[config.mk]
export PLATFORM = sky130hd
export DESIGN_NAME = ex_operand_muldiv_flat
export DESIGN_NICKNAME = d
export VERILOG_FILES = /design/src/rtl/ex_operand_muldiv_if.sv /design/src/rtl/ex_operand_muldiv.sv /design/src/flat_wrapper.sv
export SDC_FILE = /design/constraint.sdc
export NUM_CORES = 2
export LEC_CHECK = 0
export CAP_MARGIN = 0
export CORE_MARGIN = 1
export CORE_UTILIZATION = 27
export CTS_CLUSTER_DIAMETER = 30
export DETAILED_ROUTE_END_ITERATION = 6
export HOLD_SLACK_MARGIN = 0.05
export PLACE_DENSITY = 0.43
export SLEW_MARGIN = 20
export SYNTH_ARGS = -nofsm -noshare
export SYNTH_HDL_FRONTEND = slang
export SYNTH_SLANG_ARGS = --single-unit
[constraint.sdc]
create_clock -name clk -period 11.08 [get_ports clk]
set_input_delay 1.108 -clock clk [delete_from_list [all_inputs] [get_ports clk]]
set_output_delay 1.108 -clock clk [all_outputs]
set_load 0.02 [all_outputs]
[src/rtl/ex_operand_muldiv_if.sv]
// Execute-stage operand/mul-div bundle between ID/EX, the ALU and the HI/LO unit.
// master drives instruction fields; slave (ex_operand_muldiv) returns operands and status.
interface ex_operand_muldiv_if #(
  parameter int XLEN     = 32,
  parameter int FWD_SRCS = 2,
  parameter int SHW      = $clog2(XLEN),
  parameter int SELW     = $clog2(FWD_SRCS + 1)
);
  logic                     in_valid;
  logic                     flush;
  logic [XLEN-1:0]          reg_a;
  logic [XLEN-1:0]          reg_b;
  logic [FWD_SRCS*XLEN-1:0] fwd_data;
  logic [SELW-1:0]          fwd_sel_a;
  logic [SELW-1:0]          fwd_sel_b;
  logic                     alu_src1;
  logic                     alu_src2;
  logic [SHW-1:0]           shamt;
  logic [XLEN-1:0]          imm;
  logic [3:0]               md_op;
  logic [XLEN-1:0]          opnd_a;
  logic [XLEN-1:0]          opnd_b;
  logic [XLEN-1:0]          store_data;
  logic [XLEN-1:0]          md_result;
  logic                     md_busy;
  logic                     stall;

  modport master (
    output in_valid, flush, reg_a, reg_b, fwd_data, fwd_sel_a, fwd_sel_b,
           alu_src1, alu_src2, shamt, imm, md_op,
    input  opnd_a, opnd_b, store_data, md_result, md_busy, stall
  );

  modport slave (
    input  in_valid, flush, reg_a, reg_b, fwd_data, fwd_sel_a, fwd_sel_b,
           alu_src1, alu_src2, shamt, imm, md_op,
    output opnd_a, opnd_b, store_data, md_result, md_busy, stall
  );
endinterface

[src/rtl/ex_operand_muldiv.sv]
// Execute-stage operand forwarding plus iterative multiply/divide with HI/LO registers.
// Define MD_MTHILO_EN to enable MTHI/MTLO (md_op 7/8); otherwise those codes are NONE.
module ex_operand_muldiv #(
  parameter int XLEN     = 32,
  parameter int FWD_SRCS = 2,
  parameter int MUL_LAT  = 4,
  parameter int SHW      = $clog2(XLEN)
) (
  input logic               clk,
  input logic               reset,
  ex_operand_muldiv_if.slave bus
);
  localparam int SELW   = $clog2(FWD_SRCS + 1);
  localparam int CNTMAX = (MUL_LAT > XLEN) ? MUL_LAT : XLEN;
  localparam int CW     = $clog2(CNTMAX + 1);

  localparam logic [1:0] ST_IDLE = 2'd0;
  localparam logic [1:0] ST_MUL  = 2'd1;
  localparam logic [1:0] ST_DIV  = 2'd2;

  logic [XLEN-1:0] fa, fb;

  always_comb begin
    fa = '0;
    fb = '0;
    if (bus.fwd_sel_a == '0) fa = bus.reg_a;
    if (bus.fwd_sel_b == '0) fb = bus.reg_b;
    for (int k = 0; k < FWD_SRCS; k++) begin
      if (bus.fwd_sel_a == SELW'(k + 1)) fa = bus.fwd_data[k*XLEN +: XLEN];
      if (bus.fwd_sel_b == SELW'(k + 1)) fb = bus.fwd_data[k*XLEN +: XLEN];
    end
  end

  assign bus.opnd_a     = bus.alu_src1 ? XLEN'(bus.shamt) : fa;
  assign bus.opnd_b     = bus.alu_src2 ? bus.imm : fb;
  assign bus.store_data = fb;

  logic is_mul, is_div, is_mfhi, is_mflo, is_mthi, is_mtlo, op_signed, md_class;

  always_comb begin
    is_mul    = 1'b0;
    is_div    = 1'b0;
    is_mfhi   = 1'b0;
    is_mflo   = 1'b0;
    is_mthi   = 1'b0;
    is_mtlo   = 1'b0;
    op_signed = 1'b0;
    case (bus.md_op)
      4'd1:    begin is_mul = 1'b1; op_signed = 1'b1; end
      4'd2:    is_mul = 1'b1;
      4'd3:    begin is_div = 1'b1; op_signed = 1'b1; end
      4'd4:    is_div = 1'b1;
      4'd5:    is_mfhi = 1'b1;
      4'd6:    is_mflo = 1'b1;
`ifdef MD_MTHILO_EN
      4'd7:    is_mthi = 1'b1;
      4'd8:    is_mtlo = 1'b1;
`endif
      default: ;
    endcase
    md_class = is_mul | is_div | is_mfhi | is_mflo | is_mthi | is_mtlo;
  end

  logic [1:0]      state_q, state_d;
  logic [CW-1:0]   cnt_q, cnt_d;
  logic [XLEN-1:0] hi_q, hi_d, lo_q, lo_d;
  // a_q: multiplicand, or dividend/quotient shift register while dividing.
  logic [XLEN-1:0] a_q, a_d, b_q, b_d, rem_q, rem_d;
  logic            sgn_q, sgn_d, neg_q_q, neg_q_d, neg_r_q, neg_r_d;

  logic busy, issue, accept;
  assign busy      = (state_q != ST_IDLE);
  assign bus.stall = bus.in_valid & busy & md_class;
  assign issue     = bus.in_valid & ~bus.stall & ~bus.flush;
  assign accept    = issue & (is_mul | is_div);
  assign bus.md_busy = busy;

  assign bus.md_result = (bus.in_valid & ~bus.stall & is_mfhi) ? hi_q :
                         (bus.in_valid & ~bus.stall & is_mflo) ? lo_q : '0;

  logic [2*XLEN-1:0] ext_a, ext_b, prod;
  always_comb begin
    ext_a = sgn_q ? {{XLEN{a_q[XLEN-1]}}, a_q} : {{XLEN{1'b0}}, a_q};
    ext_b = sgn_q ? {{XLEN{b_q[XLEN-1]}}, b_q} : {{XLEN{1'b0}}, b_q};
    prod  = ext_a * ext_b;
  end

  // Restoring divide step on magnitudes: shift in next dividend bit, trial-subtract.
  logic [XLEN:0]   diff;
  logic            q_bit;
  logic [XLEN-1:0] rem_nx, quo_nx, rem_fix, quo_fix;
  always_comb begin
    diff    = {rem_q, a_q[XLEN-1]} - {1'b0, b_q};
    q_bit   = ~diff[XLEN];
    rem_nx  = q_bit ? diff[XLEN-1:0] : {rem_q[XLEN-2:0], a_q[XLEN-1]};
    quo_nx  = {a_q[XLEN-2:0], q_bit};
    quo_fix = neg_q_q ? -quo_nx : quo_nx;
    rem_fix = neg_r_q ? -rem_nx : rem_nx;
  end

  logic            a_neg, b_neg;
  logic [XLEN-1:0] a_mag, b_mag;
  always_comb begin
    a_neg = op_signed & fa[XLEN-1];
    b_neg = op_signed & fb[XLEN-1];
    a_mag = a_neg ? -fa : fa;
    b_mag = b_neg ? -fb : fb;
  end

  always_comb begin
    state_d = state_q;
    cnt_d   = cnt_q;
    hi_d    = hi_q;
    lo_d    = lo_q;
    a_d     = a_q;
    b_d     = b_q;
    rem_d   = rem_q;
    sgn_d   = sgn_q;
    neg_q_d = neg_q_q;
    neg_r_d = neg_r_q;
    if (busy) begin
      // Flush beats a same-cycle finish: HI/LO stay untouched.
      if (bus.flush) begin
        state_d = ST_IDLE;
      end else begin
        if (state_q == ST_DIV) begin
          a_d   = quo_nx;
          rem_d = rem_nx;
        end
        if (cnt_q == '0) begin
          state_d = ST_IDLE;
          if (state_q == ST_MUL) begin
            {hi_d, lo_d} = prod;
          end else begin
            hi_d = rem_fix;
            lo_d = quo_fix;
          end
        end else begin
          cnt_d = cnt_q - 1'b1;
        end
      end
    end else if (accept) begin
      if (is_mul) begin
        state_d = ST_MUL;
        cnt_d   = CW'(MUL_LAT - 1);
        a_d     = fa;
        b_d     = fb;
        sgn_d   = op_signed;
      end else begin
        state_d = ST_DIV;
        cnt_d   = CW'(XLEN - 1);
        a_d     = a_mag;
        b_d     = b_mag;
        rem_d   = '0;
        // Divide by zero keeps the all-ones magnitude quotient un-negated.
        neg_q_d = (a_neg ^ b_neg) & (fb != '0);
        neg_r_d = a_neg;
      end
    end
    if (issue & is_mthi) hi_d = fa;
    if (issue & is_mtlo) lo_d = fa;
  end

  always_ff @(posedge clk) begin
    if (reset) begin
      state_q <= ST_IDLE;
      cnt_q   <= '0;
      hi_q    <= '0;
      lo_q    <= '0;
      a_q     <= '0;
      b_q     <= '0;
      rem_q   <= '0;
      sgn_q   <= 1'b0;
      neg_q_q <= 1'b0;
      neg_r_q <= 1'b0;
    end else begin
      state_q <= state_d;
      cnt_q   <= cnt_d;
      hi_q    <= hi_d;
      lo_q    <= lo_d;
      a_q     <= a_d;
      b_q     <= b_d;
      rem_q   <= rem_d;
      sgn_q   <= sgn_d;
      neg_q_q <= neg_q_d;
      neg_r_q <= neg_r_d;
    end
  end
endmodule

[src/flat_wrapper.sv]
// flat-port wrapper written by rule: the top's interface ports become plain ports
module ex_operand_muldiv_flat 
#(
  parameter int XLEN     = 32,
  parameter int FWD_SRCS = 2,
  parameter int MUL_LAT  = 4,
  parameter int SHW      = $clog2(XLEN)
)
  (clk, reset, bus_in_valid, bus_flush, bus_reg_a, bus_reg_b, bus_fwd_data, bus_fwd_sel_a, bus_fwd_sel_b, bus_alu_src1, bus_alu_src2, bus_shamt, bus_imm, bus_md_op, bus_opnd_a, bus_opnd_b, bus_store_data, bus_md_result, bus_md_busy, bus_stall);
  ex_operand_muldiv_if #(.XLEN(XLEN), .FWD_SRCS(FWD_SRCS), .SHW(SHW)) bus_i ();
  input logic clk;
  input logic reset;
  input wire logic [$bits(bus_i.in_valid)-1:0] bus_in_valid;
  input wire logic [$bits(bus_i.flush)-1:0] bus_flush;
  input wire logic [$bits(bus_i.reg_a)-1:0] bus_reg_a;
  input wire logic [$bits(bus_i.reg_b)-1:0] bus_reg_b;
  input wire logic [$bits(bus_i.fwd_data)-1:0] bus_fwd_data;
  input wire logic [$bits(bus_i.fwd_sel_a)-1:0] bus_fwd_sel_a;
  input wire logic [$bits(bus_i.fwd_sel_b)-1:0] bus_fwd_sel_b;
  input wire logic [$bits(bus_i.alu_src1)-1:0] bus_alu_src1;
  input wire logic [$bits(bus_i.alu_src2)-1:0] bus_alu_src2;
  input wire logic [$bits(bus_i.shamt)-1:0] bus_shamt;
  input wire logic [$bits(bus_i.imm)-1:0] bus_imm;
  input wire logic [$bits(bus_i.md_op)-1:0] bus_md_op;
  output wire logic [$bits(bus_i.opnd_a)-1:0] bus_opnd_a;
  output wire logic [$bits(bus_i.opnd_b)-1:0] bus_opnd_b;
  output wire logic [$bits(bus_i.store_data)-1:0] bus_store_data;
  output wire logic [$bits(bus_i.md_result)-1:0] bus_md_result;
  output wire logic [$bits(bus_i.md_busy)-1:0] bus_md_busy;
  output wire logic [$bits(bus_i.stall)-1:0] bus_stall;
  assign bus_i.in_valid = bus_in_valid;
  assign bus_i.flush = bus_flush;
  assign bus_i.reg_a = bus_reg_a;
  assign bus_i.reg_b = bus_reg_b;
  assign bus_i.fwd_data = bus_fwd_data;
  assign bus_i.fwd_sel_a = bus_fwd_sel_a;
  assign bus_i.fwd_sel_b = bus_fwd_sel_b;
  assign bus_i.alu_src1 = bus_alu_src1;
  assign bus_i.alu_src2 = bus_alu_src2;
  assign bus_i.shamt = bus_shamt;
  assign bus_i.imm = bus_imm;
  assign bus_i.md_op = bus_md_op;
  assign bus_opnd_a = bus_i.opnd_a;
  assign bus_opnd_b = bus_i.opnd_b;
  assign bus_store_data = bus_i.store_data;
  assign bus_md_result = bus_i.md_result;
  assign bus_md_busy = bus_i.md_busy;
  assign bus_stall = bus_i.stall;
  ex_operand_muldiv #(.XLEN(XLEN), .FWD_SRCS(FWD_SRCS), .MUL_LAT(MUL_LAT), .SHW(SHW)) u_core (.clk(clk), .reset(reset), .bus(bus_i));
endmodule
## Word-level counts from Yosys, hierarchy flattened

Index checks and enable logic that the tools add are counted.

| word-level totals | value |
|---|---|
| bits in registers | 171 |
| output and inout port bits | 130 |

| operators by class | value |
|---|---|
| multiplexer cells | 45 |
| multipliers | 1 |
| bitwise logic cells | 19 |
| $add $sub $neg | 6 |
| eq/ne operators | 17 |
| reductions and logical operators | 17 |

Operators with widths:

| cell | number |
|---|---|
| $mux 32 | 28 |
| $mux 64 | 2 |
| $neg 32->32 | 4 |
| $mul 64x64->64 | 1 |
| $sub 33x32->33 | 1 |
| $reduce_bool 32->1 | 1 |
| $mux 6 | 4 |
| $reduce_and 3->1 | 5 |
| $eq 4x3->1 const B | 3 |
| $and 1x1->1 | 10 |
| $mux 2 | 5 |
| $eq 4x2->1 const B | 2 |
| $ne 2x2->1 const B | 4 |
| $eq 2x1->1 const B | 3 |
| $eq 2x2->1 const B | 3 |
| $logic_not 6->1 | 1 |
| $reduce_or 2->1 | 3 |
| $sub 6x1->6 const B | 1 |
| $mux 1 | 5 |
| $mux 5 | 1 |
| $not 1->1 | 5 |
| $eq 4x1->1 const B | 1 |
| $logic_not 2->1 | 2 |
| $reduce_and 2->1 | 2 |
| 5 further kinds | 8 |

## Longest topological paths before layout

| logic depth | value |
|---|---|
| depth after elaboration | 13 |
| gate-level depth with buffers | 37 |
| gate-level depth less buffers | 34 |

## Least setup slack after synthesis

No wires, ideal clock.

| path | value |
|---|---|
| path type | reg-to-reg |
| start | register u_core.a_q[31] |
| end | register u_core.hi_q[30] |
| required time | 10,977 ps |
| cell stages (with the launch flop) | 34 |
| path buffers | 3 |
| library setup time | 103 ps |
| path slack | 1,524 ps |
| arrival | 9,452 ps |
| cells stage by stage | dfxtp_1 > and2_1 > clkbuf_1 > clkbuf_1 > nand2_1 > fa_1 > inv_1 > fa_1 > fa_1 > inv_1 > fa_1 > inv_1 > fa_1 > fa_1 > fa_1 > fa_1 > fa_1 > inv_1 > fa_1 > inv_1 > ha_1 > clkbuf_1 > a21oi_1 > nor2b_1 > o21ai_0 > o311ai_0 > a221o_1 > a21oi_1 > o31a_1 > o21ai_0 > a221o_1 > a21oi_1 > xnor2_1 > a2111oi_2 |

| on the way | value |
|---|---|
| longest elaborated chain between the ends | 5 |
| elaborated cells on any way between the ends | 7 |

RTL lines:

| element | RTL line | text |
|---|---|---|
| start: declaration | ex_operand_muldiv.sv:68 | `logic [XLEN-1:0] a_q, a_d, b_q, b_d, rem_q, rem_d;` |
| start signal: assignment | ex_operand_muldiv.sv:170 | `a_q <= '0;` |
| start signal: assignment | ex_operand_muldiv.sv:181 | `a_q <= a_d;` |
| branches (longest 4 deep; another with $mul 64x64->64) | n/a |  |
| $mux 32 * | ex_operand_muldiv.sv:132 | `if (state_q == ST_MUL) begin` |
| end signal: assignment | ex_operand_muldiv.sv:179 | `hi_q <= hi_d;` |
| end: declaration | ex_operand_muldiv.sv:66 | `logic [XLEN-1:0] hi_q, hi_d, lo_q, lo_d;` |

Every way passes the cells marked *.
A chain may end at the register's enable or synchronous reset.

## Final worst setup path

| path | value |
|---|---|
| start | register u_core.b_q[16] |
| end | register u_core.hi_q[25] |

| on the way | value |
|---|---|
| longest elaborated chain between the ends | 5 |
| elaborated cells on any way between the ends | 7 |

RTL lines:

| element | RTL line | text |
|---|---|---|
| start: declaration | ex_operand_muldiv.sv:68 |  |
| start signal: assignment | ex_operand_muldiv.sv:171 | `b_q <= '0;` |
| start signal: assignment | ex_operand_muldiv.sv:182 | `b_q <= b_d;` |
| branches (longest 4 deep; another with $mul 64x64->64) | n/a |  |
| $mux 32 * | ex_operand_muldiv.sv:132 |  |

Marks and branches as above.

==> results.json <==
{
  "start_kind": "register",
  "clkPwrFrac": 0.196,
  "synth-simple-area-share": 0.153,
  "root_buffer": "clkbuf_16",
  "p_leak_nw": 33.6,
  "synth-edff-count": 0,
  "skew_ns": 0.0142,
  "synth_warnings": 0,
  "place_ws_ns": 0.646,
  "crit_top_cell": "fa_1",
  "finalHoldViolCount": 0,
  "top_level_ports": 309,
  "synthFlopType": "dfxtp_1",
  "clock_latency_ns": 0.51,
  "slew_viol_final": 0,
  "cp.buffers_inverters": 10,
  "p_switching_mw": 1.65,
  "grt_max_degree": 64,
  "seq_power_share": 0.227,
  "viasPerCell": 4.81,
  "ys_types": 97,
  "synth_top_family_by_area": "adder cells",
  "rsz0062_at_grt": "no",
  "htreeDepth": 4,
  "fin_tns_setup_ns": 0,
  "ir_worst_vdd_v": 0.000127,
  "worst_path_largest_cell_delay_ns": 0.99,
  "critPathMaxFanout": 18,
  "track_usage": 0.221,
  "synth_fa_ha_area_frac": 0.527,
  "synthMuxAreaShare": 0.0214,
  "power_switching_share": 0.515,
  "post_synth.cell_area_avg_um2": 8.75,
  "layout.nets": 9144,
  "drtPass1Iterations": 6,
  "worst_slack_ns": 0.552,
  "fp.dieH_um": 482,
  "tightest_slew_ns": 1.19,
  "syn-num-nets": 9057,
  "synth_xor_area_frac": 0.0349,
  "core_area_um2": 228000,
  "clk_path_buf_depth": 2,
  "synth_compound_area_frac": 0.0886,
  "p_per_area_nw_per_um2": 46.3,
  "ys_seq_elements": 171,
  "hp-class": "reg -> reg",
  "die_area_um2": 232000,
  "grt_pass1_vias": 53300,
  "fmax_ghz": 0.0950,
  "worstSetupEndpointType": "register",
  "initial_core_util": 0.273,
  "final.fill_count": 24500,
  "total_power_mw": 3.22,
  "grt_remaining_overflow": 0,
  "pwr-share-comb": 0.577,
  "worstPathArrival_ns": 10.92,
  "num_rows": 175,
  "cts_tree": "done",
  "clkTransAtPathRegs_ns": 0.08,
  "synth_area_um2": 62200,
  "fin_crit_ns": 10.53,
  "routed_wl_um": 252000,
  "synth-async-reset-ratio": 0,
  "crit_cells": 33,
  "port_buffers": 308,
  "cts_inserted_buffers": 17,
  "antenna_found_initial": 16,
  "routabilityCongestion": 0.918,
  "maxCapViolations": 0,
  "ant_nets": 0,
  "final_cell_mix": "inv_1 (1567), fa_1 (1419), nand2_1 (786)",
  "post_drt_wl_per_cell_um": 24.6,
  "drc": 0,
  "min_path_cells": 2,
  "dp_hpwl_um": 214000,
  "layout-drive-gt1-share": 0.0449,
  "clkSinkCount": 171,
  "finalCritPeriodShare": 0.950,
  "syn_inst": 7111,
  "rr_worst_depth": 33,
  "status": "finished, final reports clean",
  "path_class": "reg -> reg",
  "cpMaxStageDelayCell": "dfxtp_1",
  "cp_data_required_time_ns": 11.48,
  "grt_first_pass_wirelength_um": 374000,
  "cp_top_family": "adder cells",
  "vias": 49200,
  "area_growth_pct": 11.7,
  "timing.hold.ws_ns": 0.454,
  "die_w_um": 482,
  "initialDrtViolationCount": 3319,
  "p_int_mw": 1.56,
  "final_common_cell": "inv_1",
  "synth-seq-area-share": 0.0550,
  "setup_viol": 0,
  "relSlewSlack": 0.206
}
## flip-flops by register name (all words and copies together) (netlist names)
register and flops:
u_core.neg_q_q 1, u_core.neg_r_q 1, u_core.b_q 32, u_core.a_q 32, u_core.rem_q 32, u_core.state_q 2, u_core.cnt_q 6, u_core.hi_q 32
u_core.sgn_q 1, u_core.lo_q 32
## kinds of logic after synthesis
family	after synthesis
and+or+nand+nor	1966
xor gates and xnor gates	248
buffers and inverters	1978
AOI/OAI and AO/OA	850
muxes	127
adders and majority gates	1771
DFF	171
## power groups by stage
stage | Clock, mW | Sequential, mW | Combinational [mW]
2_1_floorplan | 0 | 0.666 | 1.11
3_3_place_gp | 0 | 0.744 | 1.84
3_5_place_dp | 0 | 0.744 | 1.83
4_1_cts | 0.640 | 0.730 | 1.85
5_1_grt | 0.659 | 0.733 | 1.99
6_report | 0.631 | 0.731 | 1.85
## cells in the mapped netlist, drive strengths merged, types with 21 or more instances
master   count  area [um^2]
a211oi      55          413
a21o        63          473
a21oi      270         1360
a22o        32          280
a22oi       26          195
a311oi      22          193
and2       546         3420
and3        33          206
buf         55          243
clkbuf     354         1330
dfxtp      171         3420
fa        1420        28400
ha         347         4340
inv       1568         5890
mux2        42          480
mux2i       85          851
nand2      788         2960
nand3       31          155
nor2       327         1230
nor2b       36          225
nor3        56          285
nor4        21          153
o211ai      22          175
o21ai      173          866
o2bb2ai     22          193
o31ai       27          208
or3         30          188
xnor2      156         1370
xor2        92          806
## tightest hold or removal path, cell delays in order, from the launching register on
cell     delay [ns]
dfxtp_1        0.32
nand2_1        0.05
a21oi_1        0.05
## layout make-up
| class | count | area [um^2] | area share |
|---|---|---|---|
| Clock buffer | 18 | 429 | 0.00618 |
| Antenna cell | 6 | 15.0 | 0.000216 |
| Clock inverter | 14 | 111 | 0.00160 |
| Inverter | 1569 | 5890 | 0.0847 |
| Sequential cell | 171 | 3450 | 0.0497 |
| Multi-Input combinational cell | 4962 | 51400 | 0.740 |
| Timing Repair Buffer | 477 | 4420 | 0.0636 |
| Tap cell | 3009 | 3760 | 0.0542 |
## per-stage QoR
step                      cells  area (um^2)  utilization
final                     10200        69500        0.305
after global routing      10200        69500        0.305
after global placement    10200        68900        0.302
after detailed placement  10200        68900        0.302
after floorplan            7111        62200            -
after CTS                 10200        69500        0.305
## routing by layer
layer	wire length, um	global-route usage	vias up
li1	-	-	21700
met1	110000	0.297	25800
met2	122000	0.376	1409
met3	13300	0.0242	210
met4	7430	0.0561	6
met5	40	0	-
## worst paths after layout
check,start,end,slack [ns]
max reg2reg,u_core.b_q[16],u_core.hi_q[25],0.55
max,u_core.b_q[16],u_core.hi_q[25],0.55
min reg2reg,u_core.b_q[19],u_core.b_q[19],0.45
min,u_core.b_q[19],u_core.b_q[19],0.45
## repair_timing
| item | 4_1_cts | 5_1_grt |
|---|---|---|
| hold buffers | 0 | 0 |
| setup buffers | 0 | 0 |
| resized for setup | 0 | 1 |
| setup endpoints to repair | 0 | 1 |
No activity file was read; power rests on OpenSTA's default activity.
